**src/rtl/stream_mux_arb.sv**
```systemverilog
// Registered N:1 stream multiplexer with valid/ready handshakes.
// Selection is explicit (sel) or round-robin, and is held for a whole packet.
module stream_mux_arb #(
    parameter int WIDTH  = 64,
    parameter int NUM_IN = 4,
    parameter int MODE   = 0,
    localparam int SEL_W = $clog2(NUM_IN)
) (
    input  logic                    clk,
    input  logic                    reset,
    input  logic [NUM_IN*WIDTH-1:0] in_data,
    input  logic [NUM_IN-1:0]       in_valid,
    input  logic [NUM_IN-1:0]       in_last,
    output logic [NUM_IN-1:0]       in_ready,
    input  logic [SEL_W-1:0]        sel,
    output logic [WIDTH-1:0]        out_data,
    output logic                    out_valid,
    output logic                    out_last,
    output logic [SEL_W-1:0]        out_src,
    input  logic                    out_ready
);

    typedef enum logic {
        IDLE,
        LOCKED
    } state_t;

    state_t           state;
    logic [SEL_W-1:0] lock_idx;
    logic [SEL_W-1:0] rr_ptr;

    logic [SEL_W-1:0] grant;
    logic             grant_ok;
    logic             found;
    int               rr_idx;
    logic [WIDTH-1:0] gnt_data;
    logic             gnt_last;
    logic             can_load;
    logic             xfer;

    assign can_load = !out_valid || out_ready;
    assign xfer     = grant_ok && can_load && !reset;

    always_comb begin
        grant    = '0;
        grant_ok = 1'b0;
        found    = 1'b0;
        rr_idx   = 0;
        if (state == LOCKED) begin
            grant    = lock_idx;
            grant_ok = in_valid[lock_idx];
        end else if (MODE == 0) begin
            grant = sel;
            if (32'(sel) < NUM_IN) begin
                grant_ok = in_valid[sel];
            end
        end else begin
            // Search starts just past the last packet's owner, wrapping round.
            for (int k = 1; k <= NUM_IN; k++) begin
                rr_idx = (int'(rr_ptr) + k) % NUM_IN;
                if (!found && in_valid[rr_idx]) begin
                    grant = SEL_W'(rr_idx);
                    found = 1'b1;
                end
            end
            grant_ok = |in_valid;
        end
    end

    always_comb begin
        gnt_data = '0;
        gnt_last = 1'b0;
        for (int i = 0; i < NUM_IN; i++) begin
            if (SEL_W'(i) == grant) begin
                gnt_data = in_data[i*WIDTH +: WIDTH];
                gnt_last = in_last[i];
            end
        end
    end

    always_comb begin
        in_ready = '0;
        if (xfer) begin
            in_ready = NUM_IN'(1) << grant;
        end
    end

    always_ff @(posedge clk) begin
        if (reset) begin
            state     <= IDLE;
            lock_idx  <= '0;
            rr_ptr    <= SEL_W'(NUM_IN - 1);
            out_data  <= '0;
            out_valid <= 1'b0;
            out_last  <= 1'b0;
            out_src   <= '0;
        end else if (xfer) begin
            out_data  <= gnt_data;
            out_last  <= gnt_last;
            out_src   <= grant;
            out_valid <= 1'b1;
            if (gnt_last) begin
                rr_ptr <= grant;
            end
            unique case (state)
                IDLE: begin
                    if (!gnt_last) begin
                        state    <= LOCKED;
                        lock_idx <= grant;
                    end
                end
                LOCKED: begin
                    if (gnt_last) begin
                        state <= IDLE;
                    end
                end
                default: state <= IDLE;
            endcase
        end else if (out_valid && out_ready) begin
            out_valid <= 1'b0;
        end
    end

endmodule

```
**config.mk**
```make
export PLATFORM = sky130hd
export DESIGN_NAME = stream_mux_arb
export DESIGN_NICKNAME = d
export VERILOG_FILES = /design/src/rtl/stream_mux_arb.sv
export SDC_FILE = /design/constraint.sdc
export NUM_CORES = 1
export LEC_CHECK = 0
export BUFFER_PORTS_ARGS = -buffer_cell sky130_fd_sc_hd__buf_4
export CAP_MARGIN = 20
export CORE_AREA = 4 4 129 131
export CTS_CLUSTER_DIAMETER = 100
export CTS_CLUSTER_SIZE = 20
export DETAILED_ROUTE_END_ITERATION = 12
export DIE_AREA = 0 0 133 135
export PLACE_DENSITY = 0.66
export SLEW_MARGIN = 30
export SYNTH_ARGS = -nofsm -noshare
export SYNTH_HDL_FRONTEND = slang
export SYNTH_SLANG_ARGS = --single-unit
```
**constraint.sdc**
```tcl
create_clock -name clk -period 1.8 [get_ports clk]
set_clock_uncertainty 0.2 [all_clocks]
set_input_delay 0.18 -clock clk [delete_from_list [all_inputs] [get_ports clk]]
set_output_delay 0.18 -clock clk [all_outputs]
set_load 0.005 [all_outputs]
```
* After elaboration in Yosys (flattened, before gate mapping)
Index checks and enable logic that the tools add are counted.
** Storage, ports and cells
- Register bits after elaboration :: 71
- Input port bits :: 269
- Output and inout port bits :: 72
- Logic and storage cells :: 41
** Operators by class
- Order comparisons :: 2
- Equal/unequal tests :: 3
- Shifts and indexed selects :: 1
- Muxes and demuxes :: 18
- Bitwise operators :: 2
- Reduce and logical (&&, ||, !) cells :: 9
** Operator list (number)
- 64-bit two-way mux :: 4
- 1-bit two-way mux :: 10
- 2-bit by 3-bit < comparator with 1-bit output (second input constant) :: 2
- 1-bit binary-select mux with 2-bit select :: 2
- 2-bit equality test (first input constant) :: 2
- 4-bit two-way mux :: 1
- 1-bit by 2-bit left shift with 4-bit output (first input constant) :: 1
- 1-bit logical AND :: 3
- 3-bit AND reduction :: 1
- 1-bit by 2-bit equality test with 1-bit output (first input constant) :: 1
- 1-bit zero test :: 2
- 2-bit zero test :: 1
- 2-bit two-way mux :: 1
- 1-bit inverter :: 2
- 2-bit nonzero test :: 1
- 1-bit logical OR :: 1

* Depth between registers and ports, before layout
Gate-level depths: netlist (run 1).
- Depth after elaboration :: 8
- Depth in mapped cells :: 8
- Depth with buffers taken out :: 4

* Least setup slack after synthesis (run 1)
No wires, ideal clock.
- Path type :: register to output
- From :: reg lock_idx[0]
- To :: out in_ready[2]
- Arrival :: 1.580 ns
- Data required time :: 1.420 ns
- Path slack :: -0.160 ns
- Cell stages (with the launch flop) :: 7
- Path buffers :: 2
- Cells stage by stage :: dfxtp_1 mux4_2 o211ai_2 or2_1 buf_2 buf_2 nor3b_1
** On the way
- Word-level cells in the longest chain between the ends :: 6
- Elaborated cells on any way between the ends :: 8
- Those cells by class :: shift (1); mux (5); reduce/logical (2)
** RTL lines
- from (decl) :: line 29 : logic [SEL_W-1:0] lock_idx;
- from (signal assigned) :: line 109 : lock_idx <= grant;
- 1-bit binary-select mux with 2-bit select :: line 51 : grant_ok = in_valid[lock_idx];
- 1-bit two-way mux (implied by the code) :: line 51
- 1-bit two-way mux :: line 49 : if (state == LOCKED) begin
- 1-bit logical AND (2 in series) :: line 42 : assign xfer = grant_ok && can_load && !reset;
- 4-bit two-way mux * :: line 83 : if (xfer) begin
- to (decl) :: line 14 : output logic [NUM_IN-1:0] in_ready,
Every way passes the cells marked *; elsewhere a longest branch is shown, timed or not. The select of a mux whose other input is x is not followed.

* Final worst setup path (run 1)
Same ends and word-level chain as after synthesis.

==> results.cfg, run 1 <==
[yosys]
synthesis.nets = 750
ys_ff_latch = 71
synth-xor-area-share_pct = 0
yosys_warnings = 0
synth_cell_types = 28
synth_flop_cell = dfxtp_1
syn_area_per_cell_um2 = 10.0
synthMuxAreaShare_pct = 44.2
synth_fa_ha_area_share_pct = 0
synth_compound_area_share_pct = 18.1
yosys.cell_count.top_type = mux2i_1
synth_enable_flop_cells = 0
yosysSeqAreaShare_pct = 29.5
synth.top_cells.by_count = 132 x mux2i_1, 71 x dfxtp_1, 66 x o211ai_1
synth.top_cells.by_area = dfxtp_1 29%, mux2i_1 27%, mux2_2 15%
synth_top_family_by_area = multiplexers
yosysTopAreaCell = dfxtp_1
synth_top_area_share_pct = 29.5
synthArstFlopShare_pct = 0
synth_cells = 481
synth_simple_gate_area_share_pct = 2.02
synth.cell_area_mm2 = 0.00482

[pwr]
p_int_mw = 5.07
power_density_mw_per_mm2 = 806
clkPwrFrac_pct = 26.3
swShare_pct = 29.6
pwr-share-comb_pct = 45.5
seq_power_share_pct = 28.2
p_leak_nw = 4.39
p_switching_mw = 2.13
max-vdd-ir-drop_mv = 0.448

[routing]
via_per_inst = 4.80
vias = 5265
drt-total-wl_um = 18600
wire_per_inst_um = 16.9
detail-route-antenna-nets = 0
drc = 0
drtIter0Drc = 141
firstDrtPassIters = 4

[critical_path]
crit_arrival_ps = 1870
r2r-end = out_data[16]$_SDFFE_PP0P_
rrSetupSlack_ps = -300
rr_startpoint = lock_idx[0]$_SDFFE_PP0P_
worstPathMaxFanout = 3
r2r_cells = 8
worstPathRequired_ps = 1420
path_class = flip-flop to primary output
crit_path_end_kind = primary output
crit_path_start_kind = flip-flop

[timing]
period_minus_slack_ps = 2250
setup_violations = 73
hold_viol = 0
tns_ps = -17720
drv_slew = 0
timing.fmax_mhz = 444
min_period_over_period_pct = 125
grt_setup_unrepaired = true
tightest_slew_ps = 371
worst_hold_slack_ps = 18.7
maxSlewHeadroom_pct = 75.3
fin_ws_ps = -451

[cells_and_area]
num_antenna_cells = 0
synthToLayoutAreaGrowth_pct = 85.3
fin_cells = 1097
nNetsFinal = 1145
register_area_mm2 = 0.00142
multi_input_area_mm2 = 0.00320
postLayoutCoreUtil_pct = 57.3
stdcell_area_mm2 = 0.00893
nFillCells = 1417
drive_gt1_share_pct = 60.7

[die]
die_w_um = 133
pin_count = 341
core_area_mm2 = 0.0156
fp-row-count = 46
start_util_pct = 30.9
die_y_um = 135
die_area_mm2 = 0.0180

[cts]
cts_htree_levels = 3
cts_tree = done
clk_pin_slew_ps = 60
cts_buffer_depth = 2
cts-root-buf = clkbuf_16
clk_latency_ps = 330
clock_sinks = 71
cts_made_buffers = 9

[placed_design]
io_buffers = 340
gp_congestion = 0.779
hpwl_um = 14400
placed_cell_area_mm2 = 0.00814
dpl.cell_count = 1059

[grt]
gr-total-overflow = 0
grt_pass1_vias = 5426
grt_max_degree = 71
grt_pass1_wl_um = 28100
antenna_found_initial = 0
grt_usage_pct = 19.5

[status]
status = finished with violations
violations = setup timing

[hold_path]
worstHoldPathType = primary input to flip-flop
hold_depth = 3
min_from = reset
hold_end = lock_idx[0]$_SDFFE_PP0P_

[run]
cap_violations = 0
[layout by cell type, fill, tap and decap left out, types with 2 or more instances in the layout]
master	count
a31o_1	2
buf_12	20
buf_16	5
buf_4	393
buf_6	12
buf_8	3
bufinv_16	2
clkbuf_16	10
clkinv_2	2
clkinvlp_4	2
dfxtp_1	70
dlygate4sd3_1	2
inv_1	2
mux2_1	2
mux2_2	64
mux2i_1	130
mux2i_4	2
mux4_2	3
nand2b_1	5
nor2_4	2
o211ai_1	66
o21ai_1	59
o21ai_2	6
[through the flow]
| step | worst slack (ps) | power, mW |
|---|---|---|
| final | -451 | 7.20 |
| after global routing | -526 | 7.61 |
| after CTS | -471 | 7.23 |
| after detailed placement | -197 | 5.04 |
| after global placement | -173 | 5.01 |
| after floorplan | -98.0 | 3.49 |
[repair_timing]
item                                    4_1_cts  5_1_grt
resized for setup                            24       22
setup buffers                                16        2
gates cloned                                  6        1
hold buffers                                  2        0
hold endpoints to repair                      2        0
endpoints found under the setup margin       73       73
pin swaps                                    23        2
[state kept, by name, summed over array words and instances, names as in the netlist]
| register | flops |
|---|---|
| out_src | 2 |
| out_data | 64 |
| out_valid | 1 |
| state | 1 |
| lock_idx | 2 |
| out_last | 1 |
[worst max path at each step]
| stage | end | slack (ps) | start | depth (start not counted) |
|---|---|---|---|---|
| after floorplan | in_ready[2] | -100 | lock_idx[0]$_SDFFE_PP0P_ | 6 |
| after global placement | in_ready[2] | -170 | lock_idx[0]$_SDFFE_PP0P_ | 6 |
| after detailed placement | in_ready[2] | -200 | lock_idx[0]$_SDFFE_PP0P_ | 6 |
| after CTS | in_ready[1] | -470 | lock_idx[0]$_SDFFE_PP0P_ | 6 |
| after global routing | in_ready[2] | -530 | lock_idx[0]$_SDFFE_PP0P_ | 6 |
| final | in_ready[2] | -450 | lock_idx[0]$_SDFFE_PP0P_ | 6 |
[cells by family (layout without fill, tap and decap cells)]
family	after synthesis	after routing
AO/OA/AOI/OAI	137	137
buffers and inverters	55	455
flip-flops	71	71
multiplexers	201	201
AND/OR/NAND/NOR	17	17
[critical path, stage by stage, from the launching register on]
cell	delay (ps)
dfxtp_2	330
mux4_2	520
o211ai_4	220
or2_4	180
buf_12	110
nor3b_2	40
buf_4	130
[routing by layer]
layer | up-vias | global-route usage [%] | part of all wire [%]
met2 | 192 | 35.1 | 52
met4 | 0 | 4.04 | 1.1
met5 | - | 0 | 0
met3 | 12 | 5.85 | 7.4
met1 | 2434 | 23.0 | 39
li1 | 2627 | - | -
[power groups by stage]
stage	Sequential, mW	Clock [mW]	Combinational [mW]
2_1_floorplan	2.07	0	1.42
3_3_place_gp	2.05	0	2.96
3_5_place_dp	2.07	0	2.97
4_1_cts	2.03	1.95	3.25
5_1_grt	2.07	2.02	3.52
6_report	2.03	1.90	3.28
[layout make-up]
cell class              count  area share, %
repair buffers            436           41.6
well taps                 216           3.02
clock buffers              10           2.56
multi-input cells         355           35.8
flip-flops and latches     71           15.9
clock inverters             6          0.952
inverters                   3          0.126
No activity file was read; power rests on OpenSTA's default activity.
==> run 2, diff against run 1 <==
CORE_AREA = 4 4 130 132   (was 4 4 129 131)
DIE_AREA = 0 0 134 136   (was 0 0 133 135)
PLACE_DENSITY = unset   (was 0.66)
clock period = 2.4 ns   (was 1.8 ns; I/O delays follow)
==> run 2 against run 1 <==
The flow now finishes without violations. Core utilization decreased by 5.6 points. Combinational power decreased by 38%. Die area increased by 1.5%. Worst hold slack improved by 60 ps. Critical path depth decreased by 1. Sequential cell count unchanged. Largest cell class is now multi-input combinational cells. Worst setup slack improved by 510 ps. Cell area decreased by 9.1%. Global-route usage decreased by 1.3 points. Non-clock buffer count decreased by 61. Final cell count decreased by 5.6%. Routed wire length decreased by 3.6%.
==> results.cfg, run 2 (synthesized netlist as in run 1, its figures left out) <==
[status]
status = completed

[cts]
cts_tree = done
clock_sinks = 71
clk_pin_slew_ps = 50
cts-root-buf = clkbuf_16
cts_made_buffers = 9
cts_buffer_depth = 2
cts_htree_levels = 3
clk_latency_ps = 330

[cells_and_area]
drive_gt1_share_pct = 56.7
register_area_mm2 = 0.00143
nNetsFinal = 1084
fin_cells = 1036
regMostFlops = out_data
largestRegisters = out_data (64), lock_idx (2), out_src (2)
multi_input_area_mm2 = 0.00316
final_cell_mix = 367 x buf_4, 130 x mux2i_1, 70 x dfxtp_1, 66 x o211ai_1, 65 x o21ai_1
final_common_cell = buf_4
synthToLayoutAreaGrowth_pct = 68.5
largest_reg_flops = 64
nFillCells = 1512
num_antenna_cells = 0

[critical_path]
path_cells = mux4_2 > o211ai_4 > nor2_2 > and3_1 > buf_4
crit_path_end_kind = primary output
worstPathMaxFanout = 6
max_stage_delay_ps = 530
crit_path_start_kind = flip-flop
crit_arrival_ps = 1900
path_class = flip-flop to primary output
slowest_stage = mux4_2
worstPathRequired_ps = 1960

[routing]
detail-route-antenna-nets = 0
wire_per_inst_um = 17.3
vias = 5051
drc = 0
drtIter0Drc = 191
firstDrtPassIters = 4
via_per_inst = 4.88
drt-total-wl_um = 17900

[hold_path]
worstHoldPathType = primary input to flip-flop

[timing]
timing.fmax_mhz = 427
maxSlewHeadroom_pct = 53.8
drv_slew = 0
tightest_slew_ps = 693
tns_ps = 0
hold_viol = 0
fin_ws_ps = 56.2
setup_violations = 0
period_minus_slack_ps = 2340
min_period_over_period_pct = 97.7

[pwr]
p_int_mw = 3.71
pwr-share-comb_pct = 39.4
power_density_mw_per_mm2 = 639
swShare_pct = 28.6
seq_power_share_pct = 29.5
clkPwrFrac_pct = 31.1
p_switching_mw = 1.49
total_power_mw = 5.19
max-vdd-ir-drop_mv = 0.383
p_leak_nw = 3.96

[run]
cap_violations = 0

[die]
die_area_mm2 = 0.0182
start_util_pct = 30.7
die_w_um = 134
core_area_mm2 = 0.0157
fp-row-count = 46
die_y_um = 136
pin_count = 341

[grt]
grtUsageMet2_pct = 34.2
grt_max_degree = 70
grt_pass1_vias = 5346
antenna_found_initial = 0
gr-total-overflow = 0
busiest_layer = met2
gr-usage-met1_pct = 19.4
grt_usage_pct = 18.2
use_met3_pct = 4.92
grt_pass1_wl_um = 26600

[placed_design]
dpl.cell_count = 1011
hpwl_um = 14400
gp_congestion = 0.822
io_buffers = 340
post-place-ws_ps = 217
## run 2: cell count changes in the layout (fill, tap and decap cells not counted), sizes merged
| cell | delta |
|---|---|
| buf | -61 |
| clkinv | -1 |
| bufinv | +2 |
| clkinvlp | -1 |
## run 2: what timing repair did
action / CTS / global route
resized for setup: 1 / 5
pin swaps: 0 / 3
hold endpoints to repair: 2 / 0
hold buffers: 2 / 0
gates cloned: 0 / 1
buffers inserted: 0 / 6
endpoints found under the setup margin: 4 / 4
## run 2: cell type report
class	instances	share of cell area, %
sequential	71	17.5
timing repair buffer	375	35.7
tap	216	3.33
clock inverter	6	1.63
inverter	3	0.139
clock buffer	10	2.82
multi-input combinational	355	38.9
## run 2: path summary, 6_finish.rpt
kind	start	endpoint	slack [ps]	cells after the start
setup reg to reg	lock_idx[0]$_SDFFE_PP0P_	out_data[50]$_SDFFE_PP0P_	150	7
hold / removal	sel[1]	lock_idx[1]$_SDFFE_PP0P_	80	3
hold reg to reg	out_src[1]$_SDFFE_PP0P_	out_src[1]$_SDFFE_PP0P_	290	1
setup / recovery	lock_idx[0]$_SDFFE_PP0P_	in_ready[0]	60	5
## run 2: routing by layer
layer,vias to the layer above,routed length (µm)
met5,-,0
met4,0,401
met3,24,1470
met2,212,9420
met1,2314,6610
li1,2501,-
## run 2: metrics by stage
| stage | hold slack, ps | util [%] | cell area [µm²] |
|---|---|---|---|
| after floorplan | 109 | - | 4820 |
| after global placement | 249 | 48.7 | 7650 |
| after detailed placement | 247 | 48.7 | 7650 |
| after CTS | 68.2 | 51.2 | 8040 |
| after global routing | 90.4 | 51.7 | 8130 |
| final | 78.7 | 51.7 | 8130 |
## run 2: critical path, delay by kind of cell (launching register included)
kind	cells	cell delay [ps]
muxes	1	530
DFF	1	360
and+or+nand+nor	2	270
AOI/OAI and AO/OA	1	290
buffers and inverters	1	130
## run 2: power by group through the flow
stage               combinational [mW]  sequential [mW]  clock (mW)
floorplan                         1.03             1.55           0
global placement                  1.99             1.54           0
detailed placement                2.03             1.56           0
CTS                               2.03             1.54        1.66
global route                      2.22             1.56        1.71
finish                            2.04             1.53        1.62
